===== config.mk =====
export PLATFORM = sky130hd
export DESIGN_NAME = mem_port_arbiter
export DESIGN_NICKNAME = d
export VERILOG_FILES = /design/src/rtl/mem_port_arbiter.sv
export SDC_FILE = /design/constraint.sdc
export NUM_CORES = 1
export LEC_CHECK = 0
export ABC_AREA = 0
export CAP_MARGIN = 5
export CORE_MARGIN = 8
export CORE_UTILIZATION = 41
export DETAILED_ROUTE_END_ITERATION = 7
export GPL_TIMING_DRIVEN = 0
export PLACE_DENSITY = 0.84
export SLEW_MARGIN = 5
export SYNTH_ARGS = -nofsm -noshare
export SYNTH_HDL_FRONTEND = slang
export SYNTH_SLANG_ARGS = --single-unit

===== constraint.sdc =====
create_clock -name CLK -period 1.86 [get_ports CLK]
set_input_delay 0.372 -clock CLK [delete_from_list [all_inputs] [get_ports CLK]]
set_output_delay 0.372 -clock CLK [all_outputs]
set_load 0.01 [all_outputs]

===== src/rtl/mem_port_arbiter.sv =====
// Shares one memory port between instruction fetch (F) and data access (D).
// Fixed-latency access: grant edge, MEM_LAT cycles of mem_en, then a one-cycle ack.
module mem_port_arbiter #(
  parameter int DATA_W  = 16,
  parameter int ADDR_W  = 16,
  parameter int MEM_LAT = 2
) (
  input  logic              CLK,
  input  logic              RST_N,
  input  logic              f_req,
  input  logic [ADDR_W-1:0] f_addr,
  output logic              f_ack,
  output logic [DATA_W-1:0] f_rdata,
  input  logic              d_req,
  input  logic              d_we,
  input  logic [ADDR_W-1:0] d_addr,
  input  logic [DATA_W-1:0] d_wdata,
  output logic              d_ack,
  output logic [DATA_W-1:0] d_rdata,
  output logic              mem_en,
  output logic              mem_we,
  output logic [ADDR_W-1:0] mem_addr,
  output logic [DATA_W-1:0] mem_wdata,
  input  logic [DATA_W-1:0] mem_rdata,
  output logic              busy
);

  typedef enum logic [1:0] {
    IDLE   = 2'd0,
    ACCESS = 2'd1,
    DONE   = 2'd2
  } state_e;

  localparam logic [2:0] LAT = 3'(MEM_LAT);

  state_e              state_q, state_d;
  logic [2:0]          cnt_q, cnt_d;
  logic                gnt_d_q, gnt_d_d;
  logic                last_d_q, last_d_d;
  logic                we_q, we_d;
  logic [ADDR_W-1:0]   addr_q, addr_d;
  logic [DATA_W-1:0]   wdata_q, wdata_d;
  logic [DATA_W-1:0]   f_rdata_q, f_rdata_d;
  logic [DATA_W-1:0]   d_rdata_q, d_rdata_d;

  logic any_req;
  logic pick_d;
  logic last_beat;

  assign any_req   = f_req | d_req;
  // On a tie, the requester that did not win last time gets the port.
  assign pick_d    = d_req & (~f_req | ~last_d_q);
  assign last_beat = (cnt_q == 3'd1);

  // State register
  always_ff @(posedge CLK or negedge RST_N) begin
    if (!RST_N) begin
      state_q <= IDLE;
    end else begin
      state_q <= state_d;
    end
  end

  // Next-state logic
  always_comb begin
    state_d = state_q;
    case (state_q)
      IDLE:    if (any_req)   state_d = ACCESS;
      ACCESS:  if (last_beat) state_d = DONE;
      DONE:                   state_d = IDLE;
      default:                state_d = IDLE;
    endcase
  end

  // Captured transaction and returned read data
  always_comb begin
    cnt_d     = cnt_q;
    gnt_d_d   = gnt_d_q;
    last_d_d  = last_d_q;
    we_d      = we_q;
    addr_d    = addr_q;
    wdata_d   = wdata_q;
    f_rdata_d = f_rdata_q;
    d_rdata_d = d_rdata_q;
    case (state_q)
      IDLE: begin
        if (any_req) begin
          gnt_d_d  = pick_d;
          last_d_d = pick_d;
          we_d     = pick_d & d_we;
          addr_d   = pick_d ? d_addr : f_addr;
          wdata_d  = pick_d ? d_wdata : '0;
          cnt_d    = LAT;
        end
      end
      ACCESS: begin
        cnt_d = cnt_q - 3'd1;
        if (last_beat && !we_q) begin
          if (gnt_d_q) d_rdata_d = mem_rdata;
          else         f_rdata_d = mem_rdata;
        end
      end
      default: ;
    endcase
  end

  always_ff @(posedge CLK or negedge RST_N) begin
    if (!RST_N) begin
      cnt_q     <= '0;
      gnt_d_q   <= 1'b0;
      last_d_q  <= 1'b1;
      we_q      <= 1'b0;
      addr_q    <= '0;
      wdata_q   <= '0;
      f_rdata_q <= '0;
      d_rdata_q <= '0;
    end else begin
      cnt_q     <= cnt_d;
      gnt_d_q   <= gnt_d_d;
      last_d_q  <= last_d_d;
      we_q      <= we_d;
      addr_q    <= addr_d;
      wdata_q   <= wdata_d;
      f_rdata_q <= f_rdata_d;
      d_rdata_q <= d_rdata_d;
    end
  end

  // Outputs decode only registered state, so requests never reach mem_* combinationally.
  always_comb begin
    mem_en    = (state_q == ACCESS);
    mem_we    = (state_q == ACCESS) & we_q;
    mem_addr  = addr_q;
    mem_wdata = wdata_q;
    f_ack     = (state_q == DONE) & ~gnt_d_q;
    d_ack     = (state_q == DONE) & gnt_d_q;
    busy      = (state_q != IDLE);
    f_rdata   = f_rdata_q;
    d_rdata   = d_rdata_q;
  end

endmodule


==> metrics.txt <==
placed cell area=0.00453 sq mm; PD cells=1640 mW/mm^2; wirelength, routed=8070 microns; most common cell after layout, fill and taps aside=clkdlybuf4s50_1; pins over their slew limit=0; core area=roughly 0.0072 sq mm; final cell utilization of the core=67.0%; most frequent cells in the layout=clkdlybuf4s50_1 (131), dfrtp_1 (70), mux2_2 (54), a22o_1 (17), clkbuf_8 (11); DIE AREA=0.0104 sq mm; flop2flop setup slack=0.14 ns; Max Cap Violations=0; clock buffer depth=2; area of the multi-input gates=0.00113 sq mm; Min-Delay Startpoint=mem_addr[4]$_DFFE_PN0P_; Hold Path Stages=1; CP Capture Type=register; Min-Delay Endpoint=mem_addr[4]$_DFFE_PN0P_; CTS root buffer=clkbuf_8; Clock Skew=0.00806 ns; Reg clk slew, reported paths=0.08 ns; RR Startpoint=cnt_q[0]$_DFFE_PN0P_; clock latency on the worst-skew pair=0.33 ns; r2r endpoint=f_rdata[3]$_DFFE_PN0P_; vias post-DR=2135; Synth Flop Type=dfrtp_1; Post-DRT Antenna Nets=0; HP Class=register to register; Port Buffers=approximately 140; RD Place Congestion=around 0.71; FFs w/ async S/R, synth=100%; Wirelength per Cell=18.0 microns; CP required=2.08 ns; minimum clock period=1.80 ns; Layout fillers=530; initial antenna violation count=0; Final nets=415; RSZ-0062 raised after global routing=false; Storage cell area=0.00180 sq mm; Mapped Cells=about 190; total CTS buffers=9; Peak VDD IR=0.000948 V; layout cell share with drive strength beyond 1=29.5%; Die W=102 microns; leak pwr=2.10 nW; HPWL Detailed=6230 microns; Die Span Y=102 microns; Synthesized Nets=263; nature of the critical path startpoint=input port; initial core utilization=between 40% and 50%; first-pass GRT wire length=12900 microns; Yosys cell types=26; f_max=approximately 560 MHz; Final Hold Vio Count=0; vias in the first global route=2500; Ys Warns=0; n_diodes=0; sequential cell area fraction in the yosys report=59.7%; io pins=138; WS Path Type=input port to register; Finish-stage setup viols=0; Global Route Usage Sum=16.1%; fin area=0.00481 sq mm; CTS tree=built; Critical Path Fanout Max=10; FF-to-FF path depth=5; drc violations=0; synthesis-to-finish area growth=59.1%; pin count of the biggest net entering global routing=40; synthesized area=0.00302 sq mm; DR vias/cell=4.77; Row Count=31; slew margin rel.=around 70%; GRT overflow=0; Post-synth EDFFs=0; count of state elements after synthesis=72; CTS Sinks=72; Mean Syn Cell Area=15.7 sq um; initial DRC count=56; Arr. time, crit path=2.01 ns; status=completed; CTS HTree Levels=3; Tightest Pin Transition=0.447 ns; Detailed Routing Iterations Pass 1=4; period utilisation layout=96.6%
[final cells by class]
cell class,count,area share [%]
multi-input combinational,107,23.6
buffer,9,1.35
sequential,72,37.5
clock buffer,11,3.15
clock inverter,5,2.13
timing repair buffer,141,29.2
inverter,4,0.417
tap,99,2.58
[cells by family after synthesis]
| logic type | after synthesis | synth area share (%) |
|---|---|---|
| xor gates and xnor gates | 1 | 0.290 |
| DFF | 72 | 59.7 |
| muxes | 64 | 25.1 |
| buffers and inverters | 13 | 2.82 |
| and+or+nand+nor | 15 | 4.23 |
| adders and majority gates | 2 | 0.828 |
| AOI/OAI and AO/OA | 25 | 7.04 |
[synth_stat cells, types with 2 or more instances]
| cell type | count | area (sq um) |
|---|---|---|
| a21o_1 | 2 | 15.0 |
| a22o_1 | 17 | 149 |
| and2_1 | 4 | 25.0 |
| buf_2 | 4 | 20.0 |
| buf_4 | 3 | 22.5 |
| buf_6 | 2 | 22.5 |
| dfrtp_1 | 71 | 1780 |
| ha_1 | 2 | 25.0 |
| inv_1 | 3 | 11.3 |
| mux2_2 | 54 | 608 |
| mux2_4 | 10 | 150 |
| nor2_1 | 4 | 15.0 |
| o21ai_0 | 3 | 15.0 |
[critical path: stages]
cell,delay (ns)
clkdlybuf4s50_1,0.51
a21boi_4,0.33
buf_6,0.20
mux2_2,0.35
mux2_2,0.26
[what timing repair did]
action,CTS,global route
hold buffers,1,0
gates cloned,0,0
hold endpoints to repair,33,0
setup buffers,0,2
gates resized for setup,8,1
setup endpoints to repair,5,1
[power by group]
| group | internal (mW) | total, mW | switching, mW |
|---|---|---|---|
| Sequential | 2.33 | 2.76 | 0.430 |
| Combinational | 2.23 | 3.61 | 1.37 |
| Clock | 0.962 | 1.53 | 0.564 |
| Total | 5.52 | 7.89 | 2.37 |
[worst max-delay path by stage]
stage | from | to | slack [ns] | cells past startpoint
floorplan | cnt_q[0]$_DFFE_PN0P_ | f_rdata[0]$_DFFE_PN0P_ | 0.31 | 5
global placement | RST_N | mem_addr[2]$_DFFE_PN0P_ | -1.98 | 1
detailed placement | d_req | mem_addr[5]$_DFFE_PN0P_ | -0.30 | 5
CTS | state_q[1]$_DFFE_PN0P_ | mem_we | 0.02 | 4
global route | d_req | mem_addr[8]$_DFFE_PN0P_ | 0.02 | 5
finish | d_req | mem_addr[7]$_DFFE_PN0P_ | 0.06 | 5
[layer usage]
metal / track usage, % / routed length, microns / share of wire [%]
met3: 5.25 / 562 / 7.0
met2: 27.5 / 4130 / 51
met5: 0 / 0 / 0
met1: 18.3 / 3280 / 41
met4: 6.21 / 103 / 1.3
[flip-flops by register name (all words and copies together), names as in the netlist]
register   count
last_d_q       1
cnt_q          3
mem_wdata     16
gnt_d_q        1
mem_addr      16
d_rdata       16
f_rdata       16
state_q        2
we_q           1
[per-stage QoR]
step / cells / power [mW] / hold WS, ns / TNS, ns / setup slack [ns]
2_1_floorplan: 192 / 4.45 / 0.0764 / 0 / 0.312
3_3_place_gp: 428 / 6.30 / 0.486 / -145.28 / -1.98
3_5_place_dp: 429 / 6.45 / 0.349 / -4.97 / -0.298
4_1_cts: 446 / 8.00 / 0.511 / 0 / 0.0168
5_1_grt: 448 / 8.38 / 0.517 / 0 / 0.0208
6_report: 448 / 7.89 / 0.506 / 0 / 0.0637
(Power assumes the default switching activity.)
